$ cat src/rtl/add32_seq_pkg.sv
// Shared ALU constants: adder slice width and the sequencer state encoding.
package add32_seq_pkg;

  localparam int unsigned SLICE_W = 8;

  typedef enum logic [1:0] {
    IDLE = 2'd0,
    RUN  = 2'd1,
    DONE = 2'd2
  } state_e;

endpackage

$ cat src/rtl/adder8.sv
// Single 8-bit ripple adder slice with carry in/out.
module adder8
  import add32_seq_pkg::*;
(
  input  logic [SLICE_W-1:0] a,
  input  logic [SLICE_W-1:0] b,
  input  logic               cin,
  output logic [SLICE_W-1:0] sum,
  output logic               cout
);

  assign {cout, sum} = {1'b0, a} + {1'b0, b} + (SLICE_W + 1)'(cin);

endmodule

$ cat src/rtl/add32_seq.sv
// Byte-serial add/subtract: one adder8 slice reused LSB byte first,
// NBYTES cycles per operation, flags captured on the final byte.
module add32_seq
  import add32_seq_pkg::*;
#(
  parameter int unsigned NBYTES = 4
) (
  input  logic                      clk,
  input  logic                      rst,
  input  logic                      start,
  input  logic                      op_sub,
  input  logic [SLICE_W*NBYTES-1:0] a,
  input  logic [SLICE_W*NBYTES-1:0] b,
  output logic                      busy,
  output logic                      done,
  output logic [SLICE_W*NBYTES-1:0] result,
  output logic                      cout,
  output logic                      overflow,
  output logic                      zero
);

  localparam int unsigned W     = SLICE_W * NBYTES;
  localparam int unsigned IDX_W = (NBYTES > 1) ? $clog2(NBYTES) : 1;

  state_e             state_q, state_d;
  logic [W-1:0]       a_q, b_q, result_q, result_d;
  logic [IDX_W-1:0]   idx_q;
  logic               carry_q, cout_q, ovf_q, zero_q;
  logic [SLICE_W-1:0] s_a, s_b, s_sum;
  logic               s_cout;
  logic               accept, last;

  // start is honoured whenever no operation is in flight (IDLE or DONE)
  assign accept = start && (state_q != RUN);
  assign last   = (idx_q == IDX_W'(NBYTES - 1));

  assign s_a = a_q[idx_q*SLICE_W +: SLICE_W];
  assign s_b = b_q[idx_q*SLICE_W +: SLICE_W];

  adder8 u_slice (
    .a    (s_a),
    .b    (s_b),
    .cin  (carry_q),
    .sum  (s_sum),
    .cout (s_cout)
  );

  // State register
  always_ff @(posedge clk or posedge rst) begin
    if (rst) state_q <= IDLE;
    else     state_q <= state_d;
  end

  // Next-state: DONE lasts one cycle unless a new start chains straight into RUN
  always_comb begin
    state_d = state_q;
    unique case (state_q)
      IDLE:    if (start) state_d = RUN;
      RUN:     if (last)  state_d = DONE;
      DONE:    state_d = start ? RUN : IDLE;
      default: state_d = IDLE;
    endcase
  end

  // Status outputs decoded from state
  always_comb begin
    busy = 1'b0;
    done = 1'b0;
    unique case (state_q)
      RUN:     busy = 1'b1;
      DONE:    done = 1'b1;
      default: ;
    endcase
  end

  // Result with the current byte replaced by the slice sum
  always_comb begin
    result_d = result_q;
    result_d[idx_q*SLICE_W +: SLICE_W] = s_sum;
  end

  // Operand latch on accept; byte write-back, carry chain and final flags in RUN
  always_ff @(posedge clk or posedge rst) begin
    if (rst) begin
      a_q      <= '0;
      b_q      <= '0;
      result_q <= '0;
      idx_q    <= '0;
      carry_q  <= 1'b0;
      cout_q   <= 1'b0;
      ovf_q    <= 1'b0;
      zero_q   <= 1'b0;
    end else if (accept) begin
      // subtract as a + ~b + 1: inverted operand, carry seeded with 1
      a_q     <= a;
      b_q     <= op_sub ? ~b : b;
      carry_q <= op_sub;
      idx_q   <= '0;
    end else if (state_q == RUN) begin
      result_q <= result_d;
      carry_q  <= s_cout;
      idx_q    <= idx_q + 1'b1;
      if (last) begin
        cout_q <= s_cout;
        ovf_q  <= (s_a[SLICE_W-1] ^ s_b[SLICE_W-1] ^ s_sum[SLICE_W-1]) ^ s_cout;
        zero_q <= (result_d == '0);
      end
    end
  end

  assign result   = result_q;
  assign cout     = cout_q;
  assign overflow = ovf_q;
  assign zero     = zero_q;

endmodule

$ cat config.mk
export PLATFORM = sky130hd
export DESIGN_NAME = add32_seq
export DESIGN_NICKNAME = d
export VERILOG_FILES = /design/src/rtl/add32_seq_pkg.sv /design/src/rtl/adder8.sv /design/src/rtl/add32_seq.sv
export SDC_FILE = /design/constraint.sdc
export NUM_CORES = 1
export LEC_CHECK = 0
export ABC_AREA = 1
export CAP_MARGIN = 20
export CORE_ASPECT_RATIO = 1.5
export CORE_MARGIN = 4
export CORE_UTILIZATION = 45
export CTS_CLUSTER_SIZE = 30
export DETAILED_ROUTE_END_ITERATION = 8
export HOLD_SLACK_MARGIN = 0.03
export PLACE_DENSITY = 0.68
export SETUP_SLACK_MARGIN = 0.05
export SYNTH_ARGS = -nofsm -noshare
export SYNTH_HDL_FRONTEND = slang
export SYNTH_HIERARCHICAL = 1
export SYNTH_SLANG_ARGS = --single-unit
$ cat constraint.sdc
create_clock -name clk -period 3.5 [get_ports clk]
set_input_delay 0.525 -clock clk [delete_from_list [all_inputs] [get_ports clk]]
set_output_delay 0.525 -clock clk [all_outputs]
set_load 0.05 [all_outputs]
==> key figures, run 1 <==
Outcome
  • Run status: finished, final reports clean

Critical path
  • Critical R2R Launch: idx_q[1]$_DFFE_PP0P_
  • CP max-delay cell: dfrtp_1
  • CP required: 3.78 ns
  • Worst Path Buf+Inv: 2
  • Critical path startpoint category: register
  • R2R Setup Slk: 0.36 ns
  • Crit path from: idx_q[1]$_DFFE_PP0P_
  • Crit. End Element: register
  • Critical path depth in cells: 20
  • Most used cell, CP: nand2_1
  • Crit path max-delay family: simple AND/OR/NAND/NOR gates
  • CP arrival: 3.42 ns
  • Worst Setup EP: zero$_DFFE_PP0P_
  • Worst-path fanout max: 13
  • Critical path class: register to register
  • CP Cell Sequence: inv_1, buf_4, o21ai_0, o22ai_1, ha_1, nand2_1, nand2_2, nand3b_1, nand2_1, nand2_1, nand2_1, nand3_1, nor2_1, nor2_1, nand2_1, nor2_1, nand2_1, nor2_1, nand2_1, nand2_1
  • Worst-case reg-to-reg path depth: 20
  • Worst path max stage delay: 0.38 ns
  • Reg2Reg Capture Point: zero$_DFFE_PP0P_

Timing
  • Hold Vio Cnt, Final: 0
  • Slew headroom: 41.3%
  • Final period utilization: 89.8%
  • Setup violations, final: 0
  • PnR worst setup slack: 0.359 ns
  • Hold slack: 0.467 ns
  • Final Max Slew Viols: 0
  • Max Fclk: 318 MHz
  • RSZ-0062 raised after global routing: no
  • Setup_tns: 0 ns
  • Clock skew: 0.00657 ns
  • Worst Max-Slew Pin Slew: 0.880 ns
  • Post-route minimum period: 3.14 ns

Detailed routing
  • Drt pass-1 iters: 4
  • Drt total wl: 14600 um
  • Vias/cell: 4.95
  • Vias: 5079
  • Iter 0 DRT Violations: 213
  • Routed Antenna Nets: 0
  • WL per Instance: 14.3 um
  • Residual DRC count: 0

Power
  • Power per cell area: 1130 nW/um^2
  • Reg power frac: 25.6%
  • Leakage: 3.45 nW
  • Pwr Total: 8.23 mW
  • Combinational group share of total power: 62.1%
  • Peak supply drop: 535 uV
  • P_int: 4.06 mW
  • Clock share of power: 12.4%
  • Switching portion of total power: 50.6%
  • Net Sw Power: 4.16 mW

Placed design
  • Dpl cells: 1012
  • GPL Wtd Cong: 0.886
  • Post-DP HPWL: 11100 um
  • DP Worst Slack: 0.374 ns
  • IO buf count: 104
  • Placed inst area: 6950 um^2

Clock tree
  • CTS resizes: 0
  • H-Tree Depth: 3
  • CTS sink cnt: 104
  • Post-CTS setup buffer count: 0
  • Total CTS buffers: 9
  • Hold_buf cts: 0
  • Max Root-Sink Buffers: 2
  • CTS tree: yes
  • Root Driver: clkbuf_16
  • Clock slew at reported path FFs: 0.06 ns
  • Clock Latency Late Sink: 0.34 ns

Final layout
  • Non-Filler Instances: 1027
  • FILL cells: 1213
  • NumNets Final: 950
  • Antenna fix cells: 0
  • Share of post-route cells with drive strength above 1: 5.51%
  • Finished Cell Area: 7250 um^2
  • Final core occ: 57.7%
  • Reg area: 2600 um^2
  • Multi-input gate area: 2770 um^2
  • Layout area overhead: 25.2%

Logic synthesis
  • Post-Synth Adder-Cell Area: 3.50%
  • Synth Area in Compound Gates: 10.3%
  • Cell count after synthesis: 780
  • Post-Synth XOR/XNOR Area: 5.45%
  • Mux cell area share after synthesis: 0%
  • Main combinational cell family by area after synthesis: simple AND/OR/NAND/NOR gates
  • Net count after synthesis: 863
  • Top-area cell type share of the netlist area: 44.9%
  • Average size of a mapped cell: 7.42 um^2
  • Yosys warning count: 6
  • Library cells used by synthesis: 31
  • Post-Syn Area: 5790 um^2
  • Top cells by area, synth: dfrtp_1 (45%), nand2_1 (17%), o21ai_0 (7.7%), nor2_1 (6.6%), xnor2_1 (5.3%)
  • Yosys reg bits: 104
  • Simple-gate area share of the yosys netlist: 28.7%
  • Post-synth top area cell: dfrtp_1
  • Register area share after synthesis: 44.9%

Hold path
  • HP Class: register to register

Floorplan
  • Die W: 101 um
  • # IOs: 105
  • Die area: 14800 um^2
  • Chip Height: 147 um
  • CORE AREA: 12600 um^2
  • Initial core utilization: 46.0%
  • Std-Cell Rows: 50

Run
  • Maxcap violations: 0

Global routing
  • Grt total ovfl: 0
  • Vias in the first global route: 4983
  • All-Layer GR Usage: 20.3%
  • Global-route wire length before repair: 24000 um
  • Pin count of the biggest net entering global routing: 97
  • Antenna violations before repair: 0
## cell usage in the layout (no fill, tap or decap), drive strengths merged, types with 2 or more instances in the layout
| master | instances |
|---|---|
| inv | 63 |
| xnor2 | 35 |
| buf | 11 |
| fa | 2 |
| dfrtp | 104 |
| clkbuf | 13 |
| o21a | 2 |
| nor2 | 107 |
| o21ai | 93 |
| a21oi | 4 |
| clkinv | 2 |
| or2 | 3 |
| clkdlybuf4s50 | 103 |
| o22ai | 15 |
| ha | 13 |
| nand3b | 2 |
| nand3 | 35 |
| nand2 | 262 |
## synth_stat cells (all sizes together)
library cell / number
nor2: 107
o22ai: 15
a21oi: 4
buf: 18
o21a: 2
xor2: 1
o21ai: 93
nand3b: 2
clkbuf: 20
ha: 13
fa: 2
nand2: 262
xnor2: 35
or2: 3
nand3: 35
clkinv: 1
dfrtp: 104
inv: 63
## worst min-delay path, cell delays in order, from the launching register on
cell and delay, ns:
dfrtp_1 0.34, nand2_1 0.06, nand2_1 0.05
## final cells by class
| class | instances | share of cell area [%] |
|---|---|---|
| well taps | 156 | 2.69 |
| clock inverters | 2 | 0.535 |
| clock buffers | 13 | 3.59 |
| repair buffers | 114 | 15.7 |
| multi-input cells | 574 | 38.3 |
| inverters | 64 | 3.35 |
| flip-flops and latches | 104 | 35.9 |
## how the worst min path moves through the flow
stage	cells past startpoint	start	slack [ns]	end
6_report	2	a_q[22]$_DFFE_PP0P_	0.47	a_q[22]$_DFFE_PP0P_
5_1_grt	2	a_q[22]$_DFFE_PP0P_	0.49	a_q[22]$_DFFE_PP0P_
4_1_cts	2	a_q[14]$_DFFE_PP0P_	0.47	a_q[14]$_DFFE_PP0P_
3_5_place_dp	2	a_q[14]$_DFFE_PP0P_	0.45	a_q[14]$_DFFE_PP0P_
3_3_place_gp	2	a_q[11]$_DFFE_PP0P_	0.45	a_q[11]$_DFFE_PP0P_
2_1_floorplan	2	a_q[16]$_DFFE_PP0P_	0.44	a_q[16]$_DFFE_PP0P_
## kinds of logic after synthesis
| group | count (synthesis) |
|---|---|
| AO/OA/AOI/OAI | 114 |
| flip-flops | 104 |
| buffers and inverters | 102 |
| XOR/XNOR | 36 |
| AND/OR/NAND/NOR | 409 |
| adder cells (fa/ha/maj) | 15 |
## flip-flops by register name, indices dropped and copies added, names as in the netlist
| name | flops |
|---|---|
| a_q | 32 |
| b_q | 32 |
| result | 32 |
| idx_q | 2 |
| state_q | 2 |
| carry_q | 1 |
| cout | 1 |
| overflow | 1 |
| zero | 1 |
## power groups by stage
stage	logic, mW	clock network [mW]	registers [mW]
2_1_floorplan	3.24	0	2.51
3_3_place_gp	4.99	0	2.11
3_5_place_dp	5.07	0	2.12
4_1_cts	5.10	1.04	2.11
5_1_grt	5.70	1.09	2.17
6_report	5.10	1.02	2.10
## routing by layer
layer	wire (um)	up-vias	track usage, %	share of wire, %
li1	-	2610	-	-
met1	5870	2329	24.1	40
met2	7820	119	36.2	53
met3	523	21	2.95	3.6
met4	423	0	7.96	2.9
met5	0	-	0	0
Power figures use the tool's default switching activity.
==> inputs of run 2 (changes only) <==
Settings changed: CAP_MARGIN 20 to unset, SKIP_LAST_GASP set to 1.
==> results of run 2 <==
The final DEF is identical to that of run 1; final timing and power are the same.
==> inputs of run 3 (changes only) <==
Settings changed: HOLD_SLACK_MARGIN 0.03 to unset.
==> results of run 3 <==
The final DEF is identical to that of run 1; final timing and power are the same.
